## src/rtl/multi_debounce.sv

```systemverilog
// Multi-channel debouncer: per-channel synchroniser, ms_tck-qualified stability counter, rise/fall pulses.
// Optional per-channel long-press detector is built when LONG_PRESS_EN is defined.
module multi_debounce #(
   parameter int   CHANNELS    = 4,
   parameter int   TIME        = 5,
   parameter int   CNT_W       = 7,
   parameter int   SYNC_STAGES = 2,
   parameter logic INIT_LEVEL  = 1'b1,
   parameter int   HOLD_TIME   = 1000,
   parameter int   HOLD_W      = 10
) (
   input  logic                clk,
   input  logic                rst_n,
   input  logic                ms_tck,
   input  logic [CHANNELS-1:0] sig_in,
   output logic [CHANNELS-1:0] sig_out,
   output logic [CHANNELS-1:0] rise,
   output logic [CHANNELS-1:0] fall,
   output logic                any_change,
   output logic [CHANNELS-1:0] long_press
);

   localparam logic [CNT_W-1:0] LP_CNT_LAST = CNT_W'(TIME - 1);

   logic [CHANNELS-1:0] w_rise_next;
   logic [CHANNELS-1:0] w_fall_next;
   logic                r_any;

   if (CHANNELS < 1 || TIME < 1 || TIME > (2**CNT_W) - 1 || SYNC_STAGES < 2 ||
       HOLD_TIME < 1 || HOLD_TIME > (2**HOLD_W) - 1) begin : g_param_check
      $error("multi_debounce: parameter out of range");
   end

   genvar gi;
   generate
      for (gi = 0; gi < CHANNELS; gi++) begin : g_ch
         logic [SYNC_STAGES-1:0] r_sync;
         logic [CNT_W-1:0]       r_cnt;
         logic                   r_out;
         logic                   r_rise;
         logic                   r_fall;
         logic                   w_s;
         logic                   w_diff;
         logic                   w_accept;

         assign w_s      = r_sync[SYNC_STAGES-1];
         assign w_diff   = w_s ^ r_out;
         assign w_accept = w_diff & ms_tck & (r_cnt == LP_CNT_LAST);

         assign w_rise_next[gi] = w_accept & w_s;
         assign w_fall_next[gi] = w_accept & ~w_s;

         // Any cycle where the synchronised input agrees with the output restarts the count.
         always_ff @(posedge clk) begin
            if (!rst_n) begin
               r_sync <= {SYNC_STAGES{INIT_LEVEL}};
               r_cnt  <= '0;
               r_out  <= INIT_LEVEL;
               r_rise <= 1'b0;
               r_fall <= 1'b0;
            end else begin
               r_sync <= {r_sync[SYNC_STAGES-2:0], sig_in[gi]};
               r_rise <= w_rise_next[gi];
               r_fall <= w_fall_next[gi];
               if (!w_diff) begin
                  r_cnt <= '0;
               end else if (ms_tck) begin
                  if (w_accept) begin
                     r_out <= w_s;
                     r_cnt <= '0;
                  end else begin
                     r_cnt <= r_cnt + 1'b1;
                  end
               end
            end
         end

         assign sig_out[gi] = r_out;
         assign rise[gi]    = r_rise;
         assign fall[gi]    = r_fall;

`ifdef LONG_PRESS_EN
         localparam logic [HOLD_W-1:0] LP_HOLD_LAST = HOLD_W'(HOLD_TIME - 1);
         logic [HOLD_W-1:0] r_hold;
         logic              r_long;

         // Counter saturates at HOLD_TIME so each press yields a single pulse.
         always_ff @(posedge clk) begin
            if (!rst_n || (r_out == INIT_LEVEL)) begin
               r_hold <= '0;
               r_long <= 1'b0;
            end else begin
               r_long <= 1'b0;
               if (ms_tck && (r_hold <= LP_HOLD_LAST)) begin
                  r_hold <= r_hold + 1'b1;
                  r_long <= (r_hold == LP_HOLD_LAST);
               end
            end
         end

         assign long_press[gi] = r_long;
`else
         assign long_press[gi] = 1'b0;
`endif
      end
   endgenerate

   always_ff @(posedge clk) begin
      if (!rst_n) begin
         r_any <= 1'b0;
      end else begin
         r_any <= |(w_rise_next | w_fall_next);
      end
   end

   assign any_change = r_any;

endmodule

```

## config.mk

```make
export PLATFORM = sky130hd
export DESIGN_NAME = multi_debounce
export DESIGN_NICKNAME = d
export VERILOG_FILES = /design/src/rtl/multi_debounce.sv
export SDC_FILE = /design/constraint.sdc
export NUM_CORES = 1
export LEC_CHECK = 0
export CAP_MARGIN = 20
export CORE_MARGIN = 3
export CORE_UTILIZATION = 25
export CTS_BUF_LIST = sky130_fd_sc_hd__clkbuf_8
export DETAILED_ROUTE_END_ITERATION = 8
export PLACE_DENSITY = 0.39
export SLEW_MARGIN = 20
export SYNTH_ARGS = -nofsm -noshare
export SYNTH_HDL_FRONTEND = slang
export SYNTH_SLANG_ARGS = --single-unit
```

## constraint.sdc

```tcl
create_clock -name clk -period 1.79 [get_ports clk]
set_input_delay 0.179 -clock clk [delete_from_list [all_inputs] [get_ports clk]]
set_output_delay 0.179 -clock clk [all_outputs]
set_load 0.03 [all_outputs]
```

Word level (Yosys, flattened, before mapping)
Cells that the tools add are included.

cells by class
  add/subtract/negate cells = 4
  eq/ne operators = 4
  multiplexer cells = 4
  bitwise logic cells = 25
  reduce and logical (&&, ||, !) cells = 9

operator list
  operator               count
  $add A7 B1 Y7 const B  4
  $eq A7 B3 Y1 const B   4
  $mux W7                4
  $and A1 B1 Y1          16
  $reduce_and A3 Y1      4
  $reduce_and A2 Y1      4
  $not A1 Y1             4
  $or A4 B4 Y4           1
  $reduce_or A4 Y1       1
  $xor A1 B1 Y1          4

storage, ports and cells
  flip-flop bits (word level) = 49

Depth between registers and ports, before layout
  depth after elaboration = 6
  gate-level depth with buffers = 6
  mapped depth without buffers = 6

Worst setup path after synthesis
OpenSTA, ideal clock, no wires.

  path type = flip-flop to flip-flop
  from = register g_ch[0].r_cnt[0]
  to = register r_any, in the netlist any_change
  setup time = 0.125 ns
  arrival = 1.338 ns
  required time = 1.665 ns
  path slack = 0.327 ns
  stages on the path, launching flop included = 6
  clock period less this slack = 1.463 ns
  path through = dfxtp_1 -> inv_1 -> ha_1 -> and3_1 -> and3_1 -> o41a_1

between the ends
  word-level cells in the longest chain between the ends = 5

ends and longest elaborated chain
  element                                  line    text
  start: declaration                       38      logic [CNT_W-1:0] r_cnt;
  start signal: assignment                 72      r_cnt <= r_cnt + 1'b1;
  $eq A7 B3 Y1 *                           48      assign w_accept = w_diff & ms_tck & (r_cnt == LP_CNT_LAST);
  $and A1 B1 Y1 *                          48
  $and A1 B1 Y1, on equally long branches  50, 51
  $or A4 B4 Y4 *                           112     r_any <= |(w_rise_next | w_fall_next);
  $reduce_or A4 Y1 *                       112
  end signal: assignment                   112
  end: declaration                         27      logic r_any;

Mark *: on every way between the ends. The rest lies on a longest branch, timed or not.
A chain may end at the register's enable or synchronous reset.

Worst setup path after layout
  from = register g_ch[2].r_out
  to = output port sig_out[2]

RTL lines
  element                   line  text
  start: declaration        39    logic r_out;
  start signal: assignment  69    r_out <= w_s;
  end: declaration          16    output logic [CHANNELS-1:0] sig_out,

No word-level cell between the ends.

==> qor.yml <==
status: "complete, no violations"
finalWirelength_um: 3670
rr_startpoint: "g_ch[2].r_cnt[5]$_SDFFE_PN0P_"
setup_viol: 0
whs_path_depth: 1
final_layout_size_suffix_gt1_share_pct: 6.28
postRouteAntennaNets: 0
fp.dieW_um: 97.5
max_stage_delay_ps: 700
drt-met1-wl_um: 1780
io_pins: 24
cp_max_fo: 3
async_flop_share_pct: 0
hold_ws_ps: 415
rsz0062_at_grt: "false"
hold_end: "g_ch[3].r_sync[1]$_SDFF_PN1_"
post-route-min-period_ps: 1580
grt_max_degree: 20
netlist_area_mm2: 0.00209
drt-vias-per-instance: 4.12
cap_violations: 0
seqPwrFrac_pct: 61.5
synth_area_leaders: "dfxtp_1 47%, xor2_1 6.7%, nor2_1 6.3%"
worstSetupStartpointType: "flip-flop"
num_antenna_cells: 0
path_clk_slew_ps: 90
antenna_found_initial: 0
synth_seq_cells: 49
hpwl_um: 2690
area_delta_synth_final_pct: 14.3
top_layer: "met4"
die-area_mm2: 0.00951
slowest_stage: "clkdlybuf4s50_1"
wl_met2_um: 1660
synthAdderAreaFrac_pct: 4.78
grt_pass1_wl_um: 6390
core.rowCount: 32
synth_enable_flop_cells: 0
grt.overflow.total: 0
port_buffers: 19
cts_setup_buffers: 0
power_density_mw_per_mm2: 751
final_core_util_pct: 30.2
swShare_pct: 22.4
worstRegToRegCells: 4
cts_tree: "built"
synth_top_area_cell: "dfxtp_1"
start_util_pct: 26.4
synth_xor_area_share_pct: 10.9
dp_cells: 335
dr.pass1.iters: 4
crit_family: "buffers and inverters"
yosys.area_share.simple_pct: 22.5
syn_avg_cell_area_um2: 9.22
power_frac_comb_pct: 4.5
path_class: "flip-flop to output pin"
first_iter_violations: 45
synth_top_area_share_pct: 46.9
cts_root_buffer: "clkbuf_8"
critical_path_arrival_ps: 1400
yosys_warnings: 0
cts.sinks: 49
p_int_uw: 1390
timing.final.crit_share_pct: 88.0
remaining_drc_errors: 0
p_leak_uw: 0.000837
dr_wl_met3_um: 144
crit_buf_inv: 1
rr_endpoint: "g_ch[2].r_out$_SDFFE_PN1P_"
wire_per_inst_um: 10.8
cts_hold_buf: 0
cts-htree-levels: 2
grt_pass1_vias: 1354
cp-end-kind: "output pin"
insertion_delay_ps: 300
core_area_mm2: 0.00793
final_max_slew_viol_count: 0
hp-class: "flip-flop to flip-flop"
fmax_mhz: 635
instances_no_fill: 341
gp_congestion: 0.712
finalClockSkew_ps: 7.22
ir_worst_vdd_mv: 0.297
cts_resized: 0
seq_area_frac_synth_pct: 46.9
cts_buffers: 5
fin_tns_setup_ps: 0
power_uw: 1800
synth_cell_types: 30
synthFlopType: "dfxtp_1"
fin_nets: 255
synthMuxAreaShare_pct: 2.87
vias: 1404
clockBufferDepth: 2
synth_top_family_by_area: "simple AND/OR/NAND/NOR gates"
grt.total_usage_pct: 8.36
synth_compound_area_share_pct: 2.81
hold_viol: 0
p_clk_share_pct: 34.0
worstHoldStart: "g_ch[3].r_sync[0]$_SDFF_PN1_"
netSwitchingPower_uw: 403
fp.dieH_um: 97.5
synthCells: 227
worstPathRequired_ps: 1610
r2r_slack_ps: 280
path_cells: "clkdlybuf4s50_1"
## registers in the layout (all words and copies together), names as in the netlist
register     count
any_change       1
g_ch.r_fall      4
g_ch.r_sync      8
g_ch.r_out       4
g_ch.r_cnt      28
g_ch.r_rise      4
## metrics by stage
step,cell area [µm²],setup WS [ps]
global placement,2320,62.5
finish,2390,215
detailed placement,2320,48.9
floorplan,2100,327
CTS,2390,198
global route,2390,149
## layout make-up
cell class                      count  area (µm²)
Clock inverter                      1        5.00
Tap cell                          102         128
Inverter                            8        30.0
Timing Repair Buffer               25         248
Multi-Input combinational cell    151         933
Fill cell                         860        5530
Sequential cell                    49         981
Clock buffer                        5        68.8
## synthesized netlist by cell type, types with 2 or more instances
| cell type | count |
|---|---|
| dfxtp_1 | 49 |
| nor2_1 | 35 |
| nand2_1 | 26 |
| buf_4 | 16 |
| xor2_1 | 16 |
| xnor2_1 | 10 |
| nand2b_1 | 9 |
| and3_1 | 8 |
| ha_1 | 8 |
| inv_1 | 8 |
| nand4_1 | 7 |
| mux2i_1 | 6 |
| nor4_1 | 4 |
| nand3_1 | 3 |
| a21oi_1 | 2 |
| a31o_2 | 2 |
| and4_1 | 2 |
| buf_2 | 2 |
| buf_6 | 2 |
| clkbuf_1 | 2 |
## worst max-delay path by stage
stage                                              from  cells after the start                     to
after floorplan           g_ch[0].r_cnt[0]$_SDFFE_PN0P_                      5  any_change$_SDFF_PN0_
after global placement                           ms_tck                      5  any_change$_SDFF_PN0_
after detailed placement                         ms_tck                      5  any_change$_SDFF_PN0_
after CTS                    g_ch[0].r_out$_SDFFE_PN1P_                      1             sig_out[0]
after global routing         g_ch[0].r_out$_SDFFE_PN1P_                      1             sig_out[0]
final                        g_ch[2].r_out$_SDFFE_PN1P_                      1             sig_out[2]
## cells in the final DEF, fill, tap and decap left out
cell type	instances
dfxtp_1	49
nor2_1	35
nand2_1	26
clkdlybuf4s50_1	19
xor2_1	16
xnor2_1	10
nand2b_1	9
inv_1	8
and3_1	8
ha_1	8
nand4_1	7
mux2i_1	6
clkbuf_8	5
buf_4	5
nor4_1	4
conb_1	4
nand3_1	3
a31o_2	2
and4_1	2
a21oi_1	2
and2_1	1
o32ai_1	1
nand3b_1	1
and2_4	1
o21ai_0	1
or3_1	1
o41a_1	1
o22ai_1	1
nor2b_1	1
clkinv_2	1
buf_12	1
## logic make-up after synthesis
family                     count (synthesis)
and+or+nand+nor                           99
buffers and inverters                     30
other                                      1
xor gates and xnor gates                  26
muxes                                      6
DFF                                       49
adders and majority gates                  8
AOI/OAI and AO/OA                          8
## metal layers
metal	global-route usage, %	up-vias
met2	13.4	22
met5	0	-
met4	3.83	0
met1	10.3	637
li1	-	738
met3	2.44	7
## worst reg2reg max path: cells and delay by family (launching register included)
| kind | cells | cell delay (ps) |
|---|---|---|
| multiplexers | 1 | 200 |
| flip-flops | 1 | 340 |
| AND/OR/NAND/NOR | 3 | 860 |
## power groups by stage
stage          logic (µW)  clock network [µW]  registers (µW)
4_1_cts              82.6                 639            1110
3_5_place_dp         82.6                   0            1130
3_3_place_gp         83.0                   0            1130
6_report             80.8                 611            1110
5_1_grt              89.5                 682            1110
2_1_floorplan        56.2                   0            1130
No activity file was read; power rests on OpenSTA's default activity.
